File: src/rtl/ext_pipe.sv
// ext_pipe: pipelined immediate / load-data extender with valid/ready handshake and flush.
// Extension is combinational at the input; STAGES register stages follow, tail drives outputs.
module ext_pipe #(
   parameter int unsigned IMM_W     = 16,
   parameter int unsigned STAGES    = 1,
   parameter int unsigned SHAMT_LSB = 6,
   parameter int unsigned SHAMT_W   = 5
) (
   input  logic             clk,
   input  logic             reset,
   input  logic             in_valid,
   output logic             in_ready,
   input  logic [2:0]       iop,
   input  logic [IMM_W-1:0] imm,
   input  logic [31:0]      din,
   input  logic [1:0]       addr,
   input  logic             flush,
   output logic             out_valid,
   input  logic             out_ready,
   output logic [31:0]      o32,
   output logic             err
);

   logic [7:0]         byte_sel;
   logic [15:0]        half_sel;
   logic [SHAMT_W-1:0] shamt;
   logic [31:0]        ext_data;
   logic               ext_err;
   logic               advance;
   logic               xfer;

   logic [STAGES-1:0]        valid_q, valid_d;
   logic [STAGES-1:0]        err_q, err_d;
   logic [STAGES-1:0][31:0]  data_q, data_d;

   assign byte_sel = din[{addr, 3'b000} +: 8];
   assign half_sel = addr[1] ? din[31:16] : din[15:0];
   assign shamt    = imm[SHAMT_LSB +: SHAMT_W];

   // Decode the mode and extend the selected operand
   always_comb begin
      ext_data = '0;
      ext_err  = 1'b0;
      case (iop)
         3'd0: ext_data = {{(32-IMM_W){1'b0}}, imm};
         3'd1: ext_data = {{(32-IMM_W){imm[IMM_W-1]}}, imm};
         3'd2: ext_data = {imm, {(32-IMM_W){1'b0}}};
         3'd3: ext_data = {{(32-SHAMT_W){1'b0}}, shamt};
         3'd4: ext_data = {{24{byte_sel[7]}}, byte_sel};
         3'd5: ext_data = {24'h0, byte_sel};
         3'd6: begin
            // Odd address on a halfword load: result forced to zero and flagged
            if (addr[0]) ext_err = 1'b1;
            else         ext_data = {{16{half_sel[15]}}, half_sel};
         end
         3'd7: begin
            if (addr[0]) ext_err = 1'b1;
            else         ext_data = {16'h0, half_sel};
         end
         default: ext_data = '0;
      endcase
   end

   // The whole pipe stalls only when the tail holds a result nobody takes
   assign advance  = !(out_valid && !out_ready);
   assign in_ready = advance;
   assign xfer     = in_valid && advance && !flush;

   // Next-state for all stages: flush clears, advance shifts, otherwise hold
   always_comb begin
      valid_d = valid_q;
      err_d   = err_q;
      data_d  = data_q;
      if (flush) begin
         valid_d = '0;
         err_d   = '0;
         data_d  = '0;
      end else if (advance) begin
         valid_d[0] = xfer;
         err_d[0]   = xfer ? ext_err  : 1'b0;
         data_d[0]  = xfer ? ext_data : 32'h0;
         for (int k = 1; k < int'(STAGES); k++) begin
            valid_d[k] = valid_q[k-1];
            err_d[k]   = err_q[k-1];
            data_d[k]  = data_q[k-1];
         end
      end
   end

   // Stage registers with synchronous reset
   always_ff @(posedge clk) begin
      if (reset) begin
         valid_q <= '0;
         err_q   <= '0;
         data_q  <= '0;
      end else begin
         valid_q <= valid_d;
         err_q   <= err_d;
         data_q  <= data_d;
      end
   end

   assign out_valid = valid_q[STAGES-1];
   assign err       = err_q[STAGES-1];
   assign o32       = data_q[STAGES-1];

endmodule

File: config.mk
export PLATFORM = sky130hd
export DESIGN_NAME = ext_pipe
export DESIGN_NICKNAME = d
export VERILOG_FILES = /design/src/rtl/ext_pipe.sv
export SDC_FILE = /design/constraint.sdc
export NUM_CORES = 1
export LEC_CHECK = 0
export CORE_MARGIN = 3
export CORE_UTILIZATION = 38
export CTS_CLUSTER_SIZE = 30
export DETAILED_ROUTE_END_ITERATION = 10
export PLACE_DENSITY = 0.77
export SYNTH_ARGS = -nofsm -noshare
export SYNTH_HDL_FRONTEND = slang
export SYNTH_SLANG_ARGS = --single-unit
File: constraint.sdc
create_clock -name clk -period 2.1 [get_ports clk]
set_input_delay 0.315 -clock clk [delete_from_list [all_inputs] [get_ports clk]]
set_output_delay 0.315 -clock clk [all_outputs]
set_load 0.05 [all_outputs]
==> impl_metrics.env <==
export IMPL_outcome="finished, final reports clean"
export IMPL_synth_area_mm2=0.00180
export IMPL_port_buffers=92
export IMPL_cts_hold_buffers_added=0
export IMPL_r2r_end="o32[8]"
export IMPL_whs_ps=455
export IMPL_via_per_inst=5.56
export IMPL_postCtsSetupBuffers=0
export IMPL_p_leak_nw=1.07
export IMPL_crit_chain="clkdlybuf4s50_1 -> mux4_2 -> and4_4 -> a311oi_4 -> buf_12 -> a221oi_1"
export IMPL_syn_inst=202
export IMPL_crit_type="primary input to flip-flop"
export IMPL_core_mm2=0.00447
export IMPL_final_cell_count_no_fill=358
export IMPL_maxCapViolCount=0
export IMPL_ant_nets=0
export IMPL_path_clk_slew_ps=70
export IMPL_critPathMaxFanout=16
export IMPL_seq_area_um2=681
export IMPL_postLayoutSetupSlackWorst_ps=115
export IMPL_cp_end_kind="flip-flop"
export IMPL_fp_dieH_um=74.8
export IMPL_dp_hpwl_um=4680
export IMPL_clk_latency_ps=280
export IMPL_cts_sinks=34
export IMPL_grt_overflow_total=0
export IMPL_syn_num_nets=260
export IMPL_ys_warn_count=0
export IMPL_grt_pass1_vias=2044
export IMPL_pre_cts_slack_ps=-207
export IMPL_wl_per_cell_um=16.6
export IMPL_regToRegStartpoint="out_valid"
export IMPL_fin_worst_skew_ps=3.81
export IMPL_synth_top_family_by_area="compound AO/OA/AOI/OAI gates"
export IMPL_fin_crit_ps=1990
export IMPL_fmax_mhz=504
export IMPL_vias=1991
export IMPL_rsz0062_at_grt="no"
export IMPL_r2r_setup_slack_ps=600
export IMPL_post_route_drc_count=0
export IMPL_grt_max_degree=19
export IMPL_die_width_um=74.8
export IMPL_ys_ff_latch=34
export IMPL_grtUsageTotal_pct=22.3
export IMPL_placementRows=24
export IMPL_power_density_mw_per_mm2=491
export IMPL_ys_seq_area_share_pct=37.8
export IMPL_ios=93
export IMPL_syn_to_final_growth_pct=66.3
export IMPL_crit_start="addr[1]"
export IMPL_setup_worst_path_end="o32[29]"
export IMPL_antenna_found_initial=0
export IMPL_dieArea_mm2=0.00560
export IMPL_synth_simple_area_share_pct=15.6
export IMPL_final_cell_area_mm2=0.00299
export IMPL_globalplace_congestion=0.816
export IMPL_diodes=0
export IMPL_report_final_hold_viol_count=0
export IMPL_period_share_pct=94.5
export IMPL_final_fill_count=388
export IMPL_numCtsBuffers=5
export IMPL_start_util_pct=40.2
export IMPL_placed_cells=352
export IMPL_synth_compound_area_share_pct=31.6
export IMPL_ys_types=37
export IMPL_syn_area_per_cell_um2=8.91
export IMPL_wl_met2_um=3030
export IMPL_worstHoldPathType="flip-flop to flip-flop"
export IMPL_critPathSlowestCell="mux4_2"
export IMPL_reg2reg_depth=7
export IMPL_cts_root_buf="clkbuf_8"
export IMPL_critPathLaunchType="primary input"
export IMPL_tightest_slew_ps=736
export IMPL_setup_viol=0
export IMPL_synthMuxAreaShare_pct=10.3
export IMPL_synth_xor_area_share_pct=0
export IMPL_grt_first_pass_wirelength_um=9580
export IMPL_cts_tree="built"
export IMPL_synthAdderAreaFrac_pct=0
export IMPL_drt_wl_total_um=5960
export IMPL_top_layer_used="met4"
export IMPL_relSlewSlack_pct=50.9
export IMPL_peakVddDrop_v=0.000303
export IMPL_clockBufferDepth=2
export IMPL_met3WireLength_um=258
export IMPL_drv_slew=0
export IMPL_first_iter_violations=85
export IMPL_nets=365
export IMPL_slowest_delay_ps=540
export IMPL_placed_area_mm2=0.00290
export IMPL_drive_above_1_share_pct=11.8
export IMPL_met1Wirelength_um=2520
export IMPL_required_ps=2220
export IMPL_multi_input_area_mm2=0.00105
export IMPL_arrival_ps=2100
export IMPL_power_mw=1.47
export IMPL_ctsHtreeMaxLevel=2
export IMPL_first_pass_iters=5
kinds of logic (layout without fill, tap and decap cells):
logic type,count (synthesis),in the layout
mux,17,17
simple gates,57,57
compound gates,76,76
flops,34,34
buf+inv,18,122
cell type report:
cell class,count,share of cell area [%]
well taps,52,2.17
flip-flops and latches,34,22.8
inverters,3,0.376
repair buffers,113,36.8
clock buffers,6,2.76
multi-input cells,150,35.1
repair_timing:
action                                  4_1_cts  5_1_grt
endpoints found under the setup margin        0       11
gates resized for setup                       0        1
endpoints found under the hold margin         0        0
per-layer routing:
layer	up-vias	GRT usage, %
met3	13	4.54
met1	934	26.2
met5	-	0
met4	0	8.50
li1	983	-
met2	61	39.8
stage by stage:
step           utilization [%]  TNS, ps
3_3_place_gp              64.8    -2080
3_5_place_dp              64.8    -3590
2_1_floorplan                -        0
6_report                  66.9        0
4_1_cts                   66.7        0
5_1_grt                   66.9        0
cells in the mapped netlist (all sizes together):
cell / count / area [um2]
dfxtp: 34 / 681
nand2: 28 / 105
a221oi: 21 / 184
a21boi: 16 / 120
mux2i: 14 / 140
clkbuf: 11 / 41.3
o21ai: 10 / 50.1
nand2b: 7 / 43.8
a31oi: 6 / 37.5
nor2: 6 / 22.5
o22ai: 6 / 37.5
a22oi: 5 / 37.5
a21oi: 4 / 20.0
buf: 4 / 31.3
inv: 3 / 11.3
nor2b: 3 / 18.8
a211oi: 2 / 15.0
mux2: 2 / 22.5
nor3: 2 / 10.0
nor4: 2 / 12.5
o31ai: 2 / 15.0
a311oi: 1 / 26.3
and2: 1 / 6.26
and3: 1 / 6.26
and3b: 1 / 8.76
and4: 1 / 11.3
mux4: 1 / 22.5
nand3b: 1 / 7.51
nand4: 1 / 6.26
nor4bb: 1 / 10.0
o21bai: 1 / 7.51
o22a: 1 / 8.76
o2bb2ai: 1 / 8.76
or2: 1 / 6.26
or3: 1 / 6.26
layout by cell type (no fill, tap or decap), types with 2 or more instances in the layout:
master and instances:
clkdlybuf4s50_1 91, dfxtp_1 34, nand2_1 28, a221oi_1 21, buf_4 20, a21boi_0 16
mux2i_1 14, o21ai_0 10, nand2b_1 7, nor2_1 6, a31oi_1 6, o22ai_1 6
clkbuf_8 6, a22oi_1 5, a21oi_1 4, inv_1 3, mux2_2 2, nor2b_1 2
a211oi_1 2, nor3_1 2, nor4_1 2, buf_12 2
sequential cells by signal, summed over array words and instances, names as in the netlist:
| name | count |
|---|---|
| o32 | 32 |
| err | 1 |
| out_valid | 1 |
power breakdown:
part / switching (mW) / internal (mW)
registers: 0.00432 / 0.653
clock network: 0.217 / 0.253
logic: 0.157 / 0.185
total: 0.378 / 1.09
worst min path at each step:
stage             start         to  slack [ps]  depth (start not counted)
6_report         o32[2]     o32[2]         460                          2
5_1_grt             err        err         480                          2
4_1_cts          o32[2]     o32[2]         460                          2
3_5_place_dp     o32[2]     o32[2]         440                          2
3_3_place_gp     o32[2]     o32[2]         440                          2
2_1_floorplan  in_valid  out_valid         440                          2
critical path, delay by kind of cell:
kind / cells / cell delay [ps]
AO/OA/AOI/OAI: 2 / 320
buffers and inverters: 2 / 690
multiplexers: 1 / 540
AND/OR/NAND/NOR: 1 / 220
No activity file was read; power rests on OpenSTA's default activity.
